$ cat src/rtl/sdram_pkg.sv
// Shared constants for the W9864G6JT command engine: pin-level command encodings,
// engine state encoding and the fixed {bank,row,col} request address layout.
package sdram_pkg;

    // {cs_n, ras_n, cas_n, we_n}
    localparam logic [3:0] CMD_DESELECT     = 4'b1111;
    localparam logic [3:0] CMD_NOP          = 4'b0111;
    localparam logic [3:0] CMD_ACTIVE       = 4'b0011;
    localparam logic [3:0] CMD_READ         = 4'b0101;
    localparam logic [3:0] CMD_WRITE        = 4'b0100;
    localparam logic [3:0] CMD_PRECHARGE    = 4'b0010;
    localparam logic [3:0] CMD_AUTO_REFRESH = 4'b0001;
    localparam logic [3:0] CMD_LOAD_MODE    = 4'b0000;

    localparam int BANK_W   = 2;
    localparam int ROW_W    = 12;
    localparam int COL_W    = 8;
    localparam int ADDR_W   = BANK_W + ROW_W + COL_W;
    localparam int DATA_W   = 16;
    localparam int COL_LSB  = 0;
    localparam int ROW_LSB  = COL_W;
    localparam int BANK_LSB = COL_W + ROW_W;
    localparam int AP_BIT   = 10;

    typedef enum logic [2:0] {
        INIT_S,
        IDLE_S,
        REFRESH_S,
        ACT_S,
        RW_S,
        WAIT_S
    } state_t;

    function automatic logic [BANK_W-1:0] addr_bank(input logic [ADDR_W-1:0] a);
        return a[BANK_LSB +: BANK_W];
    endfunction

    function automatic logic [ROW_W-1:0] addr_row(input logic [ADDR_W-1:0] a);
        return a[ROW_LSB +: ROW_W];
    endfunction

    function automatic logic [COL_W-1:0] addr_col(input logic [ADDR_W-1:0] a);
        return a[COL_LSB +: COL_W];
    endfunction

    function automatic int max_int(input int a, input int b);
        return (a > b) ? a : b;
    endfunction

endpackage

$ cat src/rtl/sdram_refresh_timer.sv
// Free-running refresh interval counter; raises a sticky pending flag on every wrap
// until the engine acknowledges by issuing AUTO REFRESH.
module sdram_refresh_timer
    import sdram_pkg::*;
#(
    parameter int REF_PERIOD = 2500
) (
    input  logic clk_i,
    input  logic rst_i,
    input  logic i_en,
    input  logic i_ack,
    output logic o_pend
);

    localparam int CW = $clog2(REF_PERIOD);

    logic [CW-1:0] r_cnt;
    logic          r_pend;
    logic          w_wrap;

    assign w_wrap = i_en && (r_cnt == CW'(REF_PERIOD - 1));
    assign o_pend = r_pend;

    always_ff @(posedge clk_i or posedge rst_i) begin
        if (rst_i) begin
            r_cnt <= '0;
        end else if (!i_en || w_wrap) begin
            r_cnt <= '0;
        end else begin
            r_cnt <= r_cnt + 1'b1;
        end
    end

    // A wrap landing on the ack cycle must not be lost, so set beats clear.
    always_ff @(posedge clk_i or posedge rst_i) begin
        if (rst_i) begin
            r_pend <= 1'b0;
        end else if (!i_en) begin
            r_pend <= 1'b0;
        end else if (w_wrap) begin
            r_pend <= 1'b1;
        end else if (i_ack) begin
            r_pend <= 1'b0;
        end
    end

endmodule

$ cat src/rtl/sdram_cmd_engine.sv
// Post-init SDRAM command engine: mirrors the init sequencer until init_done_i, then
// serves one single-word auto-precharge read/write at a time and periodic AUTO REFRESH.
module sdram_cmd_engine
    import sdram_pkg::*;
#(
    parameter int CAS_LATENCY = 2,
    parameter int TRCD        = 3,
    parameter int TRP         = 3,
    parameter int TRC         = 10,
    parameter int TWR         = 2,
    parameter int REF_PERIOD  = 2500
) (
    input  logic              clk_i,
    input  logic              rst_i,
    input  logic              init_done_i,
    input  logic [11:0]       init_a_i,
    input  logic [1:0]        init_bs_i,
    input  logic [3:0]        init_cmd_i,
    input  logic              cmd_valid_i,
    output logic              cmd_ready_o,
    input  logic              cmd_we_i,
    input  logic [21:0]       cmd_addr_i,
    input  logic [15:0]       cmd_wdata_i,
    output logic              rd_valid_o,
    output logic [15:0]       rd_data_o,
    output logic [11:0]       sdram_a_o,
    output logic [1:0]        sdram_bs_o,
    output logic [3:0]        sdram_cmd_o,
    output logic [1:0]        sdram_dqm_o,
    output logic [15:0]       sdram_dq_o,
    output logic              sdram_dq_oe_o,
    input  logic [15:0]       sdram_dq_i
);

    localparam int ROW_CYCLES = max_int(TRC, max_int(TRCD + 1 + TWR + TRP, TRCD + CAS_LATENCY + 2));
    localparam int CNT_W      = $clog2(ROW_CYCLES + 1);

    state_t              r_state;
    state_t              w_state_nxt;
    logic [CNT_W-1:0]    r_cnt;
    logic [CNT_W-1:0]    w_cnt_nxt;

    logic                r_we;
    logic [ADDR_W-1:0]   r_addr;
    logic [DATA_W-1:0]   r_wdata;

    logic                w_ref_pend;
    logic                w_ref_ack;
    logic                w_accept;

    logic [3:0]          w_cmd;
    logic [11:0]         w_a;
    logic [1:0]          w_bs;
    logic [1:0]          w_dqm;
    logic [DATA_W-1:0]   w_dq;
    logic                w_dq_oe;
    logic                w_rd_issue;

    logic [CAS_LATENCY:0] r_rd_pipe;

    assign cmd_ready_o = (r_state == IDLE_S) && !w_ref_pend;
    assign w_accept    = cmd_valid_i && cmd_ready_o;
    assign w_ref_ack   = (r_state == REFRESH_S) && (r_cnt == '0);

    sdram_refresh_timer #(
        .REF_PERIOD (REF_PERIOD)
    ) u_ref_timer (
        .clk_i  (clk_i),
        .rst_i  (rst_i),
        .i_en   (r_state != INIT_S),
        .i_ack  (w_ref_ack),
        .o_pend (w_ref_pend)
    );

    always_ff @(posedge clk_i or posedge rst_i) begin
        if (rst_i) begin
            r_state <= INIT_S;
            r_cnt   <= '0;
        end else begin
            r_state <= w_state_nxt;
            r_cnt   <= w_cnt_nxt;
        end
    end

    always_ff @(posedge clk_i or posedge rst_i) begin
        if (rst_i) begin
            r_we    <= 1'b0;
            r_addr  <= '0;
            r_wdata <= '0;
        end else if (w_accept) begin
            r_we    <= cmd_we_i;
            r_addr  <= cmd_addr_i;
            r_wdata <= cmd_wdata_i;
        end
    end

    // Pins are registered, so each state's command shows up one clock later. Returning
    // to IDLE_S one clock early lets the next ACTIVE/REFRESH land exactly on the slot boundary.
    always_comb begin
        w_state_nxt = r_state;
        w_cnt_nxt   = r_cnt + 1'b1;
        w_cmd       = CMD_NOP;
        w_a         = '0;
        w_bs        = '0;
        w_dqm       = 2'b11;
        w_dq        = '0;
        w_dq_oe     = 1'b0;
        w_rd_issue  = 1'b0;
        unique case (r_state)
            INIT_S: begin
                w_cmd     = init_cmd_i;
                w_a       = init_a_i;
                w_bs      = init_bs_i;
                w_cnt_nxt = '0;
                if (init_done_i) begin
                    w_state_nxt = IDLE_S;
                end
            end
            IDLE_S: begin
                w_cnt_nxt = '0;
                if (w_ref_pend) begin
                    w_state_nxt = REFRESH_S;
                end else if (cmd_valid_i) begin
                    w_state_nxt = ACT_S;
                end
            end
            REFRESH_S: begin
                if (r_cnt == '0) begin
                    w_cmd = CMD_AUTO_REFRESH;
                end
                if (r_cnt == CNT_W'(TRC - 2)) begin
                    w_state_nxt = IDLE_S;
                end
            end
            ACT_S: begin
                if (r_cnt == '0) begin
                    w_cmd = CMD_ACTIVE;
                    w_bs  = addr_bank(r_addr);
                    w_a   = addr_row(r_addr);
                end
                if (r_cnt == CNT_W'(TRCD - 1)) begin
                    w_state_nxt = RW_S;
                end
            end
            RW_S: begin
                w_cmd            = r_we ? CMD_WRITE : CMD_READ;
                w_bs             = addr_bank(r_addr);
                w_a[COL_W-1:0]   = addr_col(r_addr);
                w_a[AP_BIT]      = 1'b1;
                w_dqm            = 2'b00;
                w_dq             = r_we ? r_wdata : '0;
                w_dq_oe          = r_we;
                w_rd_issue       = !r_we;
                w_state_nxt      = WAIT_S;
            end
            WAIT_S: begin
                if (r_cnt == CNT_W'(ROW_CYCLES - 2)) begin
                    w_state_nxt = IDLE_S;
                end
            end
            default: begin
                w_state_nxt = INIT_S;
                w_cnt_nxt   = '0;
            end
        endcase
    end

    always_ff @(posedge clk_i or posedge rst_i) begin
        if (rst_i) begin
            sdram_cmd_o   <= CMD_DESELECT;
            sdram_a_o     <= '0;
            sdram_bs_o    <= '0;
            sdram_dqm_o   <= 2'b11;
            sdram_dq_o    <= '0;
            sdram_dq_oe_o <= 1'b0;
        end else begin
            sdram_cmd_o   <= w_cmd;
            sdram_a_o     <= w_a;
            sdram_bs_o    <= w_bs;
            sdram_dqm_o   <= w_dqm;
            sdram_dq_o    <= w_dq;
            sdram_dq_oe_o <= w_dq_oe;
        end
    end

    // Bit 0 rises with READ on the pins; bit CAS_LATENCY marks the clock dq_i holds the word.
    always_ff @(posedge clk_i or posedge rst_i) begin
        if (rst_i) begin
            r_rd_pipe  <= '0;
            rd_valid_o <= 1'b0;
            rd_data_o  <= '0;
        end else begin
            r_rd_pipe  <= {r_rd_pipe[CAS_LATENCY-1:0], w_rd_issue};
            rd_valid_o <= r_rd_pipe[CAS_LATENCY];
            if (r_rd_pipe[CAS_LATENCY]) begin
                rd_data_o <= sdram_dq_i;
            end
        end
    end

endmodule
$ cat config.mk
export PLATFORM = sky130hd
export DESIGN_NAME = sdram_cmd_engine
export DESIGN_NICKNAME = d
export VERILOG_FILES = /design/src/rtl/sdram_pkg.sv /design/src/rtl/sdram_refresh_timer.sv /design/src/rtl/sdram_cmd_engine.sv
export SDC_FILE = /design/constraint.sdc
export NUM_CORES = 1
export LEC_CHECK = 0
export BUFFER_PORTS_ARGS = -buffer_cell sky130_fd_sc_hd__buf_4
export CORE_AREA = 2 2 84 107
export DETAILED_ROUTE_END_ITERATION = 12
export DIE_AREA = 0 0 86 109
export PLACE_DENSITY = 0.92
export SLEW_MARGIN = 10
export SYNTH_ARGS = -nofsm -noshare
export SYNTH_HDL_FRONTEND = slang
export SYNTH_HIERARCHICAL = 1
export SYNTH_SLANG_ARGS = --single-unit
$ cat constraint.sdc
create_clock -name clk_i -period 9.4 [get_ports clk_i]
set_input_delay 1.41 -clock clk_i [delete_from_list [all_inputs] [get_ports clk_i]]
set_output_delay 1.41 -clock clk_i [all_outputs]
set_load 0.1 [all_outputs]
* Word level (Yosys, flattened, before mapping)
Cells that the tools add are included.
** Cells by class
- Add/subtract/negate cells :: 2
- $mul :: 0
- Divide/modulo/power cells :: 0
- Order comparisons :: 0
- Equality and inequality tests :: 13
- Shift operators :: 0
- Muxes and demuxes :: 27
- Bitwise logic cells :: 0
- Reduce and logical (&&, ||, !) cells :: 14
** Operators with widths (count)
- 16-bit two-way mux :: 2
- 12-bit two-way mux :: 2
- 8-bit case mux with 3 select lines :: 1
- 3-bit two-way mux :: 7
- 4-bit case mux with 4 select lines :: 1
- 3-bit case mux with 5 select lines :: 1
- 12-bit by 1-bit adder with 12-bit output, second input constant :: 1
- 12-bit == test, second input constant :: 1
- 3-bit by 2-bit == test with 1-bit output, second input constant :: 2
- 3-bit == test, second input constant :: 2
- 1-bit two-way mux :: 6
- 2-bit case mux with 3 select lines :: 1
- 4-bit by 1-bit adder with 4-bit output, second input constant :: 1
- 4-bit by 2-bit == test with 1-bit output, second input constant :: 1
- 4-bit == test, second input constant :: 1
- 1-bit logical AND :: 4
- 4-bit logical NOT :: 1
- 2-bit two-way mux :: 2
- 4-bit two-way mux :: 1
- 2-bit inequality test, second input constant :: 2
- 2-bit case mux with 2 select lines :: 1
- 4-bit AND reduction :: 1
- 4-bit OR reduction :: 1
- 3-bit by 1-bit == test with 1-bit output, second input constant :: 1
- other kinds (10) :: 12
** Storage, ports and cells
- Register bits after elaboration :: 116
- Bits in latches :: 0
- RAM bits :: 0
- Memory bits (read-only) :: 0
- Input bits :: 77
- Word-level logic and storage cells :: 72
- Memories :: 0

* Longest topological paths before layout
- Word-level depth :: 5
- Mapped depth :: 7
- Gate-level depth less buffers :: 6

* By module
The synthesis kept the hierarchy.
** Modules (own cells, without submodules)
- sdram_cmd_engine :: instances 1, cells an instance 267, area each 3853.7 um^2, sequential area each 2558.7 um^2
- sdram_refresh_timer :: instances 1, cells an instance 63, area each 648.1 um^2, sequential area each 325.3 um^2

* Worst setup path after synthesis
No wires, ideal clock.
- Kind :: register to output
- From :: register r_state[2]
- To :: output cmd_ready_o
- Data arrival time :: 2.635 ns
- Path slack :: 5.355 ns
- Stages on the path, launching flop included :: 3
- Path buffers :: 0
- Path through :: dfrtp_1 > nand2b_1 > nor3_1
** On the way
- Cells in the longest elaborated chain, start to end :: 2
** RTL lines
- start, declared :: RTL line sdram_cmd_engine.sv:38 : state_t r_state;
- start signal, assigned :: RTL line sdram_cmd_engine.sv:80 : r_state <= w_state_nxt;
- 3-bit by 1-bit == test with 1-bit output :: RTL line sdram_cmd_engine.sv:61 : assign cmd_ready_o = (r_state == IDLE_S) && !w_ref_pend;
- 1-bit logical AND :: RTL line sdram_cmd_engine.sv:61
- end, declared :: RTL line sdram_cmd_engine.sv:20 : output logic cmd_ready_o,
Every way passes these cells.

* Worst setup path in the final report
Ends and elaborated chain as after synthesis.

==> metrics <==
total global routing overflow=0; worst ir drop on vdd=between 0.2 and 0.3 mV; post-cts hold buffer count=0; type of origin of the critical path=register; horizontal extent of the die=roughly 86 um; Area Growth Syn to Fin=35.02%; required time of the worst setup path=7.99 ns; number of distinct standard cells referenced by the synthesized netlist=41; number of synthesized flops with an enable pin=0; data arrival time at the worst-slack endpoint=1.97 ns; Reg clk slew, reported paths=around 0.050 ns; cell at the root of the clock tree=clkbuf_8; top area cells in the synthesized netlist=dfrtp_1 61%, mux2_2 14%, dfstp_2 2.9%, and3_1 2.2%, a222oi_1 1.8%; CTS max path bufs=2; global routing usage on met3=7.116%; antenna violations before repair=0; Buffers & Inverters on Critical Path=1; Sink Count=around 120; row cnt=38; height of the die=109 um; global-route wire length before repair=between 15000 and 20000 um; transition at the pin with the smallest max-transition slack=approximately 1.1 ns; Port-buffer cells=about 130; post-synthesis register bit count=between 100 and 150; setup clock skew after layout=roughly 0.0094 ns; per-cell routed wire length=~18 um; DRC violations left=0; I/O Pins=132; Synth warnings=6; final number of hold-violating endpoints=0; via count of the first global-routing pass=about 3400; primary flip-flop cell chosen by synthesis mapping=dfrtp_1; worst-case headroom to the max-slew limit=about 30%; run status=finished clean; slowest cell delay on critical path=between 0.5 and 0.6 ns; 1st-iter DRT viols=roughly 270; RSZ-0062 raised after global routing=false; Min-Delay Path Class=register to register; routed via count=3188; later-pin clock latency in the skew report=about 0.51 ns; nets@finish=~550; synthesized netlist cell count=330; CTS resizes=0; pins over their slew limit=0; combined area of all synthesized cells=0.004502 mm2; antenna cell count=0; Worst path slowest cell=dfrtp_1; Die Area=about 0.0094 mm2; final number of setup-violating endpoints=0; most frequent cells after synthesis=110 x dfrtp_1, 56 x mux2_2, 18 x inv_1; critical path cell sequence=nand2b_1, nor3_1, buf_4; ratio of cells with drive above 1 in the final layout=roughly half; utilization after layout=between 70% and 80%; most common cell in the synthesized netlist=dfrtp_1; TritonCTS Buffers=17; area of the placeable core=0.008416 mm2; Async SR Flop Fraction=100.0%; Worst path top cell family by delay=simple AND/OR/NAND/NOR gates; leakage power total=~3.1 nW; clock tree from TritonCTS=yes; half-perimeter wire length of the detailed placement result=7174 um; Total Routed Length=approximately 10000 um; post-layout min period=around 3.4 ns; sequential-to-total area share from yosys stat=~64%; portion of synthesized cell area occupied by the leading cell type=~61%; critical path class=register to primary output; number of vias per cell=5.506; max-capacitance violation count=0; initial core utilization=roughly 53%; gpl congestion=~0.79; pin count of the biggest net entering global routing=54; peak clock frequency supported by timing=296.2 MHz; global-route usage over all layers=23.05%; top cell type by total area after synthesis=dfrtp_1; syn avg cell area=~14 um2; largest driver fanout on the critical path=12; part of the cycle the worst path needs=35.91%; drt pass-1 iters=6; GR Layer Usage met1=between 20 and 30%; total negative slack for setup checks=0 ns; CTS H-Tree Depth=4; power per cell area=around 400 mW/mm2; CP endpoint kind=primary output; Post-CTS Repair Setup Buffers=0; global route hottest layer=met2; Post-DRT Antenna Nets=0; met2 Usage GRT=38.43%; syn_nets=just over 400
[layout by cell type, fill, tap and decap left out, drive strengths merged, types with 2 or more instances in the layout]
master / Yosys / routed
o31ai: 6 / 6
or3: 5 / 5
nand4: 3 / 3
nor4: 2 / 2
o21bai: 2 / 2
nand3: 7 / 7
and3: 16 / 16
and2: 2 / 2
nand3b: 2 / 2
clkbuf: 9 / 23
clkinvlp: 0 / 2
xor2: 3 / 3
mux2: 56 / 56
nor2b: 2 / 2
a22o: 5 / 5
inv: 18 / 18
xnor2: 3 / 3
clkinv: 0 / 7
buf: 7 / 133
a222oi: 8 / 8
or4: 3 / 3
nor2: 17 / 17
a21oi: 10 / 10
nor3: 5 / 5
dfrtp: 110 / 110
nand2: 7 / 7
dfstp: 5 / 5
o21ai: 5 / 5
ha: 4 / 4
[final cells by class]
type                       count  area (um2)
multi-input combinational    181        1476
clock buffer                  23       466.7
fill                         550        2337
inverter                      18       70.07
clock inverter                 9       57.56
sequential                   115        2884
timing repair buffer         133       998.5
tap                          100       125.1
[through the flow]
| step | setup slack [ns] | power [mW] | cells | hold slack (ns) | instance area (um2) |
|---|---|---|---|---|---|
| after floorplan | 5.323 | 1.616 | 330 | 0.3312 | 4502 |
| after global placement | 6.636 | 1.811 | 547 | 0.3345 | 5554 |
| after detailed placement | 6.584 | 1.855 | 547 | 0.3484 | 5554 |
| after CTS | 6.014 | 2.418 | 579 | 0.3504 | 6078 |
| after global routing | 5.903 | 2.510 | 579 | 0.3639 | 6078 |
| final | 6.024 | 2.405 | 579 | 0.3462 | 6078 |
[sequential cells by signal, summed over array words and instances, names as in the netlist]
name / flops
r_addr: 22
r_wdata: 16
rd_data_o: 16
sdram_dq_o: 16
sdram_a_o: 12
u_ref_timer/r_cnt: 12
r_cnt: 4
sdram_cmd_o: 4
r_rd_pipe: 3
r_state: 3
sdram_bs_o: 2
r_we: 1
rd_valid_o: 1
sdram_dq_oe_o: 1
sdram_dqm_o: 1
u_ref_timer/o_pend: 1
[where the power goes]
| part | internal (mW) | leakage, nW | switching, mW |
|---|---|---|---|
| clock | 0.342 | 0.258 | 0.211 |
| combinational | 0.304 | 1.33 | 0.743 |
| sequential | 0.679 | 1.46 | 0.127 |
| total | 1.32 | 3.05 | 1.08 |
[final timing paths]
path	depth (start not counted)	endpoint	from	slack (ns)
worst max register to register	5	r_state[2]	r_state[0]	6.89
worst min register to register	0	r_rd_pipe[2]	r_rd_pipe[1]	0.35
worst min-delay path	0	r_rd_pipe[2]	r_rd_pipe[1]	0.35
max in group asynchronous	3	r_addr[11]	rst_i	7.32
min in group asynchronous	2	u_ref_timer/o_pend	rst_i	0.94
worst max-delay path	3	cmd_ready_o	r_state[2]	6.02
[per-layer routing]
metal  vias up  wire [um]
met5         -          0
met4         0        202
met3        18        780
met2       164       5390
met1      1562       4010
li1       1444          -
[worst register-to-register path, cell delays in order, from the launching register on]
cell,delay [ns]
dfrtp_1,0.51
nor3_2,0.91
inv_1,0.37
nor2_1,0.23
nor4_1,0.09
mux2_2,0.29
[kinds of logic after synthesis]
group | Yosys count | share of synthesized area, %
compound gates | 40 | 6.865
flops | 115 | 64.06
mux | 56 | 14.01
buf+inv | 34 | 3.196
simple gates | 75 | 9.588
xor+xnor | 6 | 1.168
fa+ha+maj | 4 | 1.112
No activity file was read; power rests on OpenSTA's default activity.
